===== config.mk =====
export PLATFORM = sky130hd
export DESIGN_NAME = mem_access_ctrl
export DESIGN_NICKNAME = d
export VERILOG_FILES = /design/src/rtl/lc3_pkg.sv /design/src/rtl/marmux.sv /design/src/rtl/mem_access_ctrl.sv
export SDC_FILE = /design/constraint.sdc
export NUM_CORES = 1
export LEC_CHECK = 0
export CAP_MARGIN = 20
export CELL_PAD_IN_SITES_DETAIL_PLACEMENT = 0
export CELL_PAD_IN_SITES_GLOBAL_PLACEMENT = 2
export CORE_UTILIZATION = 21
export DETAILED_ROUTE_END_ITERATION = 10
export HOLD_SLACK_MARGIN = 0.12
export PLACE_DENSITY = 0.84
export SLEW_MARGIN = 0
export SYNTH_ARGS = -nofsm -noshare
export SYNTH_HDL_FRONTEND = slang
export SYNTH_SLANG_ARGS = --single-unit

===== constraint.sdc =====
create_clock -name clk -period 2.25 [get_ports clk]
set_input_delay 0.3375 -clock clk [delete_from_list [all_inputs] [get_ports clk]]
set_output_delay 0.3375 -clock clk [all_outputs]
set_load 0.01 [all_outputs]

===== src/rtl/lc3_pkg.sv =====
// Shared types and constants for the LC-3 memory-access stage:
// FSM state encoding, MARMUX select values and trap-vector width.
package lc3_pkg;

  typedef enum logic [1:0] {
    ST_IDLE = 2'd0,
    ST_REQ  = 2'd1,
    ST_DONE = 2'd2
  } mem_state_e;

  localparam logic MARMUX_SEL_TRAP = 1'b0;
  localparam logic MARMUX_SEL_EAB  = 1'b1;

  localparam int TRAPVECT_W = 8;
  localparam int CNT_W      = 8;

endpackage


===== src/rtl/marmux.sv =====
// MARMUX: picks the EAB sum or the zero-extended 8-bit trap vector
// as the address presented to the bus.
module marmux
  import lc3_pkg::*;
#(
  parameter int ADDR_W = 16
) (
  input  logic [ADDR_W-1:0]     eab_out,
  input  logic [TRAPVECT_W-1:0] ir_trapvect8,
  input  logic                  sel_marmux,
  output logic [ADDR_W-1:0]     marmux_out
);

  assign marmux_out = (sel_marmux == MARMUX_SEL_EAB)
                    ? eab_out
                    : {{(ADDR_W-TRAPVECT_W){1'b0}}, ir_trapvect8};

endmodule


===== src/rtl/mem_access_ctrl.sv =====
// Memory-access stage: holds MAR/MDR and runs the req/ready handshake with
// the unified memory, returning a one-cycle R pulse when an access completes.
module mem_access_ctrl
  import lc3_pkg::*;
#(
  parameter int ADDR_W  = 16,
  parameter int DATA_W  = 16,
  parameter int TIMEOUT = 15
) (
  input  logic                  clk,
  input  logic                  reset_n,
  input  logic [ADDR_W-1:0]     eab_out,
  input  logic [TRAPVECT_W-1:0] ir_trapvect8,
  input  logic                  sel_marmux,
  output logic [ADDR_W-1:0]     marmux_out,
  input  logic [DATA_W-1:0]     bus_in,
  input  logic                  ld_mar,
  input  logic                  ld_mdr,
  input  logic                  mem_en,
  input  logic                  mem_rw,
  output logic [ADDR_W-1:0]     mar,
  output logic [DATA_W-1:0]     mdr,
  output logic                  r,
  output logic                  busy,
  output logic                  mem_err,
  output logic                  mem_req,
  output logic                  mem_we,
  output logic [ADDR_W-1:0]     mem_addr,
  output logic [DATA_W-1:0]     mem_wdata,
  input  logic [DATA_W-1:0]     mem_rdata,
  input  logic                  mem_ready
);

  localparam logic [CNT_W-1:0] CNT_LAST = CNT_W'(TIMEOUT - 1);

  mem_state_e        state_q;
  logic [ADDR_W-1:0] mar_q;
  logic [DATA_W-1:0] mdr_q;
  logic [CNT_W-1:0]  cnt_q, cnt_d;
  logic              write_q, r_q, busy_q, mem_err_q, mem_req_q, mem_we_q;

  marmux #(.ADDR_W(ADDR_W)) u_marmux (
    .eab_out      (eab_out),
    .ir_trapvect8 (ir_trapvect8),
    .sel_marmux   (sel_marmux),
    .marmux_out   (marmux_out)
  );

  // Saturating wait-cycle counter.
  assign cnt_d = (cnt_q == '1) ? cnt_q : cnt_q + 1'b1;

  always_ff @(posedge clk or negedge reset_n) begin
    if (!reset_n) begin
      state_q   <= ST_IDLE;
      mar_q     <= '0;
      mdr_q     <= '0;
      cnt_q     <= '0;
      write_q   <= 1'b0;
      r_q       <= 1'b0;
      busy_q    <= 1'b0;
      mem_err_q <= 1'b0;
      mem_req_q <= 1'b0;
      mem_we_q  <= 1'b0;
    end else begin
      // NOTE: non-blocking default; a later assignment in this block wins,
      // so r_q is high only in the cycle the REQ branch sets it.
      r_q <= 1'b0;
      case (state_q)
        ST_IDLE: begin
          if (ld_mar) mar_q <= bus_in;
          if (ld_mdr) mdr_q <= bus_in;
          if (mem_en) begin
            write_q   <= mem_rw;
            mem_err_q <= 1'b0;
            cnt_q     <= '0;
            mem_req_q <= 1'b1;
            mem_we_q  <= mem_rw;
            busy_q    <= 1'b1;
            state_q   <= ST_REQ;
          end
        end
        ST_REQ: begin
          if (mem_ready || cnt_q == CNT_LAST) begin
            if (mem_ready && !write_q) mdr_q <= mem_rdata;
            if (!mem_ready) mem_err_q <= 1'b1;
            mem_req_q <= 1'b0;
            mem_we_q  <= 1'b0;
            r_q       <= 1'b1;
            state_q   <= ST_DONE;
          end else begin
            cnt_q <= cnt_d;
          end
        end
        ST_DONE: begin
          busy_q  <= 1'b0;
          state_q <= ST_IDLE;
        end
        default: state_q <= ST_IDLE;
      endcase
    end
  end

  assign mar       = mar_q;
  assign mdr       = mdr_q;
  assign r         = r_q;
  assign busy      = busy_q;
  assign mem_err   = mem_err_q;
  assign mem_req   = mem_req_q;
  assign mem_we    = mem_we_q;
  assign mem_addr  = mar_q;
  assign mem_wdata = mdr_q;

endmodule


==> results of run 1 <==
-- synth_stat cells (all sizes together), types with 3 or more instances --
master	count
dfrtp	48
buf	43
clkbuf	3
nand2b	5
o21ai	4
nor2	23
a21oi	11
mux2	25
a31oi	18
inv	4
and2	9
nand2	38
-- worst paths after layout --
check	from	endpoint	slack (ns)	depth (start not counted)
worst min-delay path	write_q	write_q	0.50	1
max in group asynchronous	reset_n	mar[9]	1.12	3
worst max register to register	cnt_q[0]	cnt_q[1]	0.41	7
worst max-delay path	sel_marmux	marmux_out[1]	0.13	4
worst min register to register	write_q	write_q	0.50	1
min in group asynchronous	reset_n	mdr[0]	0.53	2
-- area by class of cell --
class	instances	area, µm²	share of cell area [%]
repair buffers	158	1550	37.2
flip-flops and latches	48	1200	28.8
multi-input cells	161	1060	25.5
well taps	147	184	4.41
clock buffers	5	125	3.00
clock inverters	1	30.0	0.720
inverters	4	15.0	0.360
-- routing by layer --
layer / global-route usage (%) / share of wire (%) / vias to the layer above
met1: 14.3 / 44 / 1085
met2: 20.5 / 48 / 115
li1: - / - / 1100
met5: 0 / 0 / -
met4: 2.67 / 0.50 / 0
met3: 3.43 / 7.5 / 4
-- cells in the final DEF (no fill, tap or decap), drive strengths merged, types with 2 or more instances in the layout --
cell type      instances
mux2                  25
o311ai                 2
o31ai                  2
o21ai                  4
a21boi                 2
clkbuf                 5
and2                   9
a31oi                 18
dfrtp                 48
clkdlybuf4s50        147
nor3b                  2
nand2b                 5
buf                   10
ha                     2
nor2                  23
o211ai                 2
nand2                 38
inv                    4
a21oi                 11
nand3                  2
-- metrics by stage --
stage | worst slack, ns | power [µW]
2_1_floorplan | 0.558 | 3050
3_3_place_gp | 0.136 | 4270
3_5_place_dp | 0.121 | 4310
4_1_cts | 0.117 | 5140
5_1_grt | 0.0601 | 5430
6_report | 0.128 | 5070
-- state kept, by name (all words and copies together), names as in the netlist --
| name | flops |
|---|---|
| r | 1 |
| mem_we | 1 |
| busy | 1 |
| cnt_q | 8 |
| state_q | 2 |
| mem_req | 1 |
| mar | 16 |
| write_q | 1 |
| mem_err | 1 |
| mdr | 16 |
-- logic make-up (layout without fill, tap and decap cells) --
group	after synthesis	in the layout	synth area share [%]
simple gates	87	87	16.3
buf+inv	50	168	12.7
flops	48	48	46.6
compound gates	47	47	12.6
mux	25	25	10.9
fa+ha+maj	2	2	0.970
-- power by group through the flow --
stage | sequential [µW] | clock [µW] | combinational [µW]
finish | 1600 | 819 | 2650
global route | 1660 | 879 | 2890
CTS | 1610 | 846 | 2690
detailed placement | 1630 | 0 | 2680
global placement | 1610 | 0 | 2660
floorplan | 1670 | 0 | 1390
==> flow_summary.yaml, run 1 <==
timing:
  skew_ns: 0.00318
  hold_viol: 0
  fmax_mhz: 471
  setup_tns_ns: 0
  worstMarginPinSlew_ns: 0.552
  whs_ns: 0.496
  period_minus_slack_ns: 2.12
  rsz0062_at_grt: "no"
  finalCritPeriodShare_pct: 94.3
  max-slew-margin-rel_pct: 63.2
  setup_viol: 0
  slew_violations: 0
synthesis:
  synth_top_area_share_pct: 46.6
  syn-num-nets: 325
  synth_seq_cells: 48
  yosys_most_used_dff: "dfrtp_1"
  async_reset_ff_share_pct: 100
  synth_cell_type_count: 39
  ys.warnings.count: 0
  postSynthCellCount: 259
  yosysSeqAreaShare_pct: 46.6
  syn_area_um2: 2580
  synth.area.top_cells: "dfrtp_1, buf_4, mux2_1, nand2_1, a31oi_1"
  avgSynthCellArea_um2: 9.96
  synth_area_leader_cell: "dfrtp_1"
  synth_enable_flop_cells: 0
pwr:
  clockPowerShare_pct: 16.2
  p_per_area_nw_per_um2: 1210
  internal_power_uw: 3310
  power_frac_seq_pct: 31.5
  leakage_uw: 0.00164
  switching_power_uw: 1760
  swShare_pct: 34.6
  p_comb_share_pct: 52.4
  ir_worst_vdd_v: 0.000331
placement:
  gp_congestion: 0.735
  placed_cells: 517
  dp_hpwl_mm: 5.44
  dpl-instance-area_um2: 4010
  port-buffer-count: 148
worst_setup_path:
  cp.required_ns: 1.91
  cp.buffers_inverters: 3
  critPathCaptureType: "primary output"
  critPathMaxFanout: 10
  crit_path_frequent_cell: "clkdlybuf4s50_1"
  critPathTopFamily: "buffers and inverters"
  max_stage_delay_ns: 0.49
  crit_path_cell_trace: "clkdlybuf4s50_1 > buf_4 > mux2_2 > clkdlybuf4s50_1"
  cpMaxStageDelayCell: "clkdlybuf4s50_1"
  start_kind: "primary input"
  path_class: "in2out"
  crit_arrival_ns: 1.78
clock_tree:
  cts_buffers: 5
  clock-root-buffer: "clkbuf_16"
  postCtsHoldBufs: 1
  cts_setup_buffers: 0
  cts_tree: "built"
  ctsResizeCount: 0
  cts_max_level: 2
  cts.sinks: 48
  clk_latency_ns: 0.28
  clkTransAtPathRegs_ns: 0.06
  clockBufferDepth: 2
final_layout:
  syn_to_final_growth_pct: 61.8
  final_nets: 444
  antenna_cells: 0
  drive_gt1_share_pct: 8.75
  finalInstanceArea_um2: 4170
  nFillCells: 1263
  fin_util_pct: 34.7
  finalNonFillerCells: 524
floorplanning:
  dieArea_um2: 12700
  start_util_pct: 21.5
  chipWidth_um: 113
  core_area_um2: 12000
  io_pins: 149
  die_height_um: 113
  rows: 40
global_route:
  grt_pass1_wl_mm: 11.7
  grt_max_degree: 33
  grt_pass1_vias: 2293
  gr-total-overflow: 0
  antenna_found_initial: 0
  grtUsageTotal_pct: 11.8
route:
  drc_errors: 0
  dr_total_vias: 2304
  dr.first_iter.drc_count: 142
  antenna_left: 0
  wire_per_inst_um: 13.7
  post_drt_via_cell_ratio: 4.40
  routed_wl_mm: 7.17
  dr.pass1.iters: 4
status:
  outcome: "complete, no violations"
worst_hold_path:
  hold_path_class: "reg2reg"
job:
  cap_violations: 0
(Power assumes the default switching activity.)
==> inputs of run 2 (changes only) <==
- CORE_MARGIN: unset -> 3
- CORE_UTILIZATION: 21 -> 22
- SYNTH_HIERARCHICAL: unset -> 1
==> run 2 against run 1 <==
Compared with the run above: critical path depth unchanged; sequential power is 3% lower; global-route usage decreased by 1.1 points; largest power group unchanged.
==> flow_summary.yaml, run 2 <==
status:
  outcome: "complete, no violations"
final_layout:
  antenna_cells: 0
  final_nets: 427
  layout_commonest_cell: "clkdlybuf4s50_1"
  layout_common_cells: "clkdlybuf4s50_1, dfrtp_1, a21oi_1"
  drive_gt1_share_pct: 14.1
  syn_to_final_growth_pct: 58.4
  finalNonFillerCells: 505
synthesis:
  synth_area_leader_cell: "dfrtp_1"
  ys.warnings.count: 6
  yosysMostFrequentCell: "dfrtp_1"
  yosysSeqAreaShare_pct: 44.9
  postSynthCellCount: 242
  yosys_most_used_dff: "dfrtp_1"
  syn_area_um2: 2670
  synthTopCellsByCount: "dfrtp_1, buf_4, a21oi_1"
  synth_cell_type_count: 41
  synth.area.top_cells: "dfrtp_1, buf_4, mux2_2, mux2i_1, a21oi_1"
  synth_top_area_share_pct: 44.9
  async_reset_ff_share_pct: 100
  synth_enable_flop_cells: 0
  avgSynthCellArea_um2: 11.0
  syn-num-nets: 308
  synth_seq_cells: 48
clock_tree:
  cts_setup_buffers: 0
  clockBufferDepth: 2
  clk_latency_ns: 0.29
  ctsResizeCount: 0
  cts.sinks: 48
  cts_buffers: 5
  cts_tree: "built"
  postCtsHoldBufs: 0
  cts_max_level: 2
  clkTransAtPathRegs_ns: 0.06
  clock-root-buffer: "clkbuf_16"
floorplanning:
  start_util_pct: 22.9
  io_pins: 149
  chipWidth_um: 116
  rows: 39
  dieArea_um2: 13500
  core_area_um2: 11700
  die_height_um: 116
placement:
  dp_hpwl_mm: 5.61
  placed_cells: 497
  gp_congestion: 0.766
  port-buffer-count: 148
route:
  drc_errors: 0
  post_drt_via_cell_ratio: 4.32
  dr.pass1.iters: 4
  routed_wl_mm: 7.43
  antenna_left: 0
  dr.first_iter.drc_count: 105
  dr_total_vias: 2183
  wire_per_inst_um: 14.7
global_route:
  gr-total-overflow: 0
  grt_pass1_vias: 2280
  antenna_found_initial: 0
  grtUsageTotal_pct: 10.7
  grt_pass1_wl_mm: 11.5
  grt_max_degree: 49
pwr:
  finalPower_uw: 5040
  leakage_uw: 0.00170
  p_per_area_nw_per_um2: 1190
  ir_worst_vdd_v: 0.000505
worst_setup_path:
  cp.required_ns: 1.91
  path_class: "in2out"
  critPathMaxFanout: 6
  max_stage_delay_ns: 0.49
  crit_path_frequent_cell: "clkdlybuf4s50_1"
  cpMaxStageDelayCell: "clkdlybuf4s50_1"
  cp.buffers_inverters: 3
  crit_path_cell_trace: "clkdlybuf4s50_1 > buf_4 > mux2_2 > clkdlybuf4s50_1"
  critPathTopFamily: "buffers and inverters"
  critPathCaptureType: "primary output"
  start_kind: "primary input"
  crit_arrival_ns: 1.79
timing:
  slew_violations: 0
  setup_viol: 0
  hold_viol: 0
  period_minus_slack_ns: 2.13
  whs_ns: 0.140
  fmax_mhz: 470
  max-slew-margin-rel_pct: 57.0
  finalCritPeriodShare_pct: 94.5
  setup_tns_ns: 0
  rsz0062_at_grt: "no"
  skew_ns: 0.0117
  worstMarginPinSlew_ns: 0.646
job:
  cap_violations: 0
worst_hold_path:
  hold_path_class: "in2async"
[run 2: area by class of cell]
| cell class | instances | area, µm² |
|---|---|---|
| clock buffers | 6 | 139 |
| flip-flops and latches | 48 | 1200 |
| multi-input cells | 146 | 1120 |
| clock inverters | 2 | 13.8 |
| well taps | 143 | 179 |
| inverters | 4 | 15.0 |
| fillers | 1179 | 7430 |
| repair buffers | 156 | 1560 |
[run 2: report_power, final]
part | internal [µW] | leakage (µW) | switching [µW]
Clock | 445 | 0.0000772 | 331
Combinational | 1620 | 0.00105 | 1090
Sequential | 1230 | 0.000570 | 327
[run 2: stage by stage]
step | setup slack (ns) | cell area, µm² | utilization [%]
floorplan | 0.569 | 2670 | -
global placement | 0.142 | 4080 | 35.0
detailed placement | 0.120 | 4080 | 35.0
CTS | 0.115 | 4230 | 36.3
global route | 0.0788 | 4230 | 36.3
finish | 0.124 | 4230 | 36.3
[run 2: cell families (layout without fill, tap and decap cells)]
| logic type | after synthesis | count (layout) | synth area share (%) |
|---|---|---|---|
| compound gates | 43 | 43 | 11.2 |
| buf+inv | 48 | 168 | 13.6 |
| flops | 48 | 48 | 44.9 |
| fa+ha+maj | 2 | 2 | 0.936 |
| mux | 41 | 41 | 16.8 |
| simple gates | 60 | 60 | 12.6 |
[run 2: worst paths after layout]
| check | from | end | slack [ns] | depth (start not counted) |
|---|---|---|---|---|
| min in group clk | write_q | write_q | 0.49 | 2 |
| worst min-delay path | reset_n | mdr[9] | 0.14 | 2 |
| worst max register to register | cnt_q[0] | cnt_q[5] | 0.37 | 7 |
| max in group asynchronous | reset_n | cnt_q[2] | 1.65 | 2 |
| worst max-delay path | sel_marmux | marmux_out[0] | 0.12 | 4 |
| worst min register to register | write_q | write_q | 0.49 | 2 |
[run 2: per-layer routing]
layer	global-route usage [%]	wire, µm	vias to the layer above
met3	1.92	376	5
met5	0	0	-
li1	-	-	1054
met1	13.3	3010	1047
met2	18.7	3970	77
met4	3.25	70	0
==> inputs of run 3 (changes only) <==
- SETUP_SLACK_MARGIN: unset -> 0.5
==> run 3 against run 2 <==
Compared with the run above: count of clock-buffer cells in the layout is the same; first-iteration DRC count grew 18%; clock power is essentially flat; critical endpoint is now cnt_q[5]; largest power group unchanged.
==> flow_summary.yaml, run 3 (synthesis gave the netlist of run 2 again) <==
status:
  outcome: "complete, no violations"
timing:
  period_minus_slack_ns: 1.71
  hold_viol: 0
  worstMarginPinSlew_ns: 0.649
  max-slew-margin-rel_pct: 56.7
  setup_viol: 0
  setup_tns_ns: 0
  finalCritPeriodShare_pct: 76.2
  fmax_mhz: 583
  skew_ns: 0.0123
  slew_violations: 0
  rsz0062_at_grt: "yes"
route:
  dr.first_iter.drc_count: 124
  dr_total_vias: 2216
  dr.pass1.iters: 4
  wire_per_inst_um: 15.0
  drc_errors: 0
  routed_wl_mm: 7.64
  post_drt_via_cell_ratio: 4.34
  antenna_left: 0
final_layout:
  drive_gt1_share_pct: 17.4
  layout_commonest_cell: "clkdlybuf4s50_1"
  layout_common_cells: "clkdlybuf4s50_1, dfrtp_1, a21oi_1"
  final_nets: 433
  antenna_cells: 0
  syn_to_final_growth_pct: 60.2
floorplanning:
  io_pins: 149
  die_height_um: 116
  rows: 39
  core_area_um2: 11700
  start_util_pct: 22.9
  chipWidth_um: 116
  dieArea_um2: 13500
pwr:
  p_per_area_nw_per_um2: 1190
  swShare_pct: 34.8
  leakage_uw: 0.00177
  clockPowerShare_pct: 15.2
  ir_worst_vdd_v: 0.000519
  p_comb_share_pct: 54.4
  finalPower_uw: 5110
  power_frac_seq_pct: 30.4
  internal_power_uw: 3330
  switching_power_uw: 1780
clock_tree:
  cts_max_level: 2
  clkTransAtPathRegs_ns: 0.07
  cts.sinks: 48
  postCtsHoldBufs: 0
  cts_buffers: 5
  clock-root-buffer: "clkbuf_16"
  cts_tree: "built"
  clk_latency_ns: 0.29
  clockBufferDepth: 2
global_route:
  antenna_found_initial: 0
  grt_pass1_vias: 2332
  grt_pass1_wl_mm: 11.8
  grt_max_degree: 49
  grtUsageTotal_pct: 10.9
  gr-total-overflow: 0
worst_setup_path:
  crit_arrival_ns: 1.89
  path_class: "reg2reg"
  crit_path_cell_trace: "inv_2 > ha_4 > and4bb_4 > a2111oi_4 > buf_6 > nor2b_1 > a311o_1"
  max_stage_delay_ns: 0.37
  cpMaxStageDelayCell: "dfrtp_1"
  cp.required_ns: 2.42
  critPathCaptureType: "flop"
  critPathMaxFanout: 6
  start_kind: "flop"
worst_hold_path:
  hold_path_class: "in2async"
placement:
  dp_hpwl_mm: 5.61
  port-buffer-count: 148
  gp_congestion: 0.766
job:
  cap_violations: 0
[run 3: changes by cell type in the layout (fill, tap and decap cells not counted), sizes merged]
cell	delta
dlygate4sd2	+16
buf	+7
clkdlybuf4s50	-17
[run 3: worst paths after layout]
path	slack, ns	depth (start not counted)	startpoint	end
setup / recovery	0.54	7	cnt_q[0]	cnt_q[5]
hold / removal	0.14	2	reset_n	mdr[9]
setup reg to reg	0.54	7	cnt_q[0]	cnt_q[5]
hold reg to reg	0.49	2	write_q	write_q
max in group asynchronous	1.62	2	reset_n	cnt_q[3]
min in group clk	0.49	2	write_q	write_q
[run 3: layout make-up]
class	instances	area [µm²]
multi-input combinational	146	1150
timing repair buffer	162	1590
clock buffer	6	139
fill	1186	7380
inverter	4	15.0
tap	143	179
sequential	48	1200
clock inverter	2	13.8
[run 3: per-stage QoR]
stage	worst slack, ns	utilization [%]	hold slack, ns	cell area [µm²]	std cells
floorplan	0.569	-	0.0419	2670	242
global placement	0.142	35.0	0.470	4080	497
detailed placement	0.120	35.0	0.481	4080	497
CTS	0.504	36.6	0.193	4270	511
global route	0.462	36.7	0.225	4280	511
finish	0.536	36.7	0.139	4280	511
[run 3: power by group through the flow]
stage	clock (µW)	combinational, µW	sequential [µW]
detailed placement	0	2750	1570
CTS	816	2810	1560
finish	779	2780	1550
global placement	0	2740	1560
global route	844	3000	1620
floorplan	0	1440	1630
[run 3: layer usage]
layer,GRT usage [%],wire (µm)
met4,3.25,70
met1,13.4,3020
met3,1.92,424
met5,0,0
met2,19.5,4130
[run 3: worst max-delay path: cells and delay by family (launching register included)]
family | cells | cell delay (ns)
DFF | 1 | 0.37
AOI/OAI and AO/OA | 2 | 0.59
buffers and inverters | 2 | 0.23
adders and majority gates | 1 | 0.16
and+or+nand+nor | 2 | 0.24
[run 3: timing repair]
item	in CTS	in global routing
resized for setup	26	4
buffers inserted	5	0
pin swaps	1	1
setup endpoints to repair	23	6
gates cloned	1	0
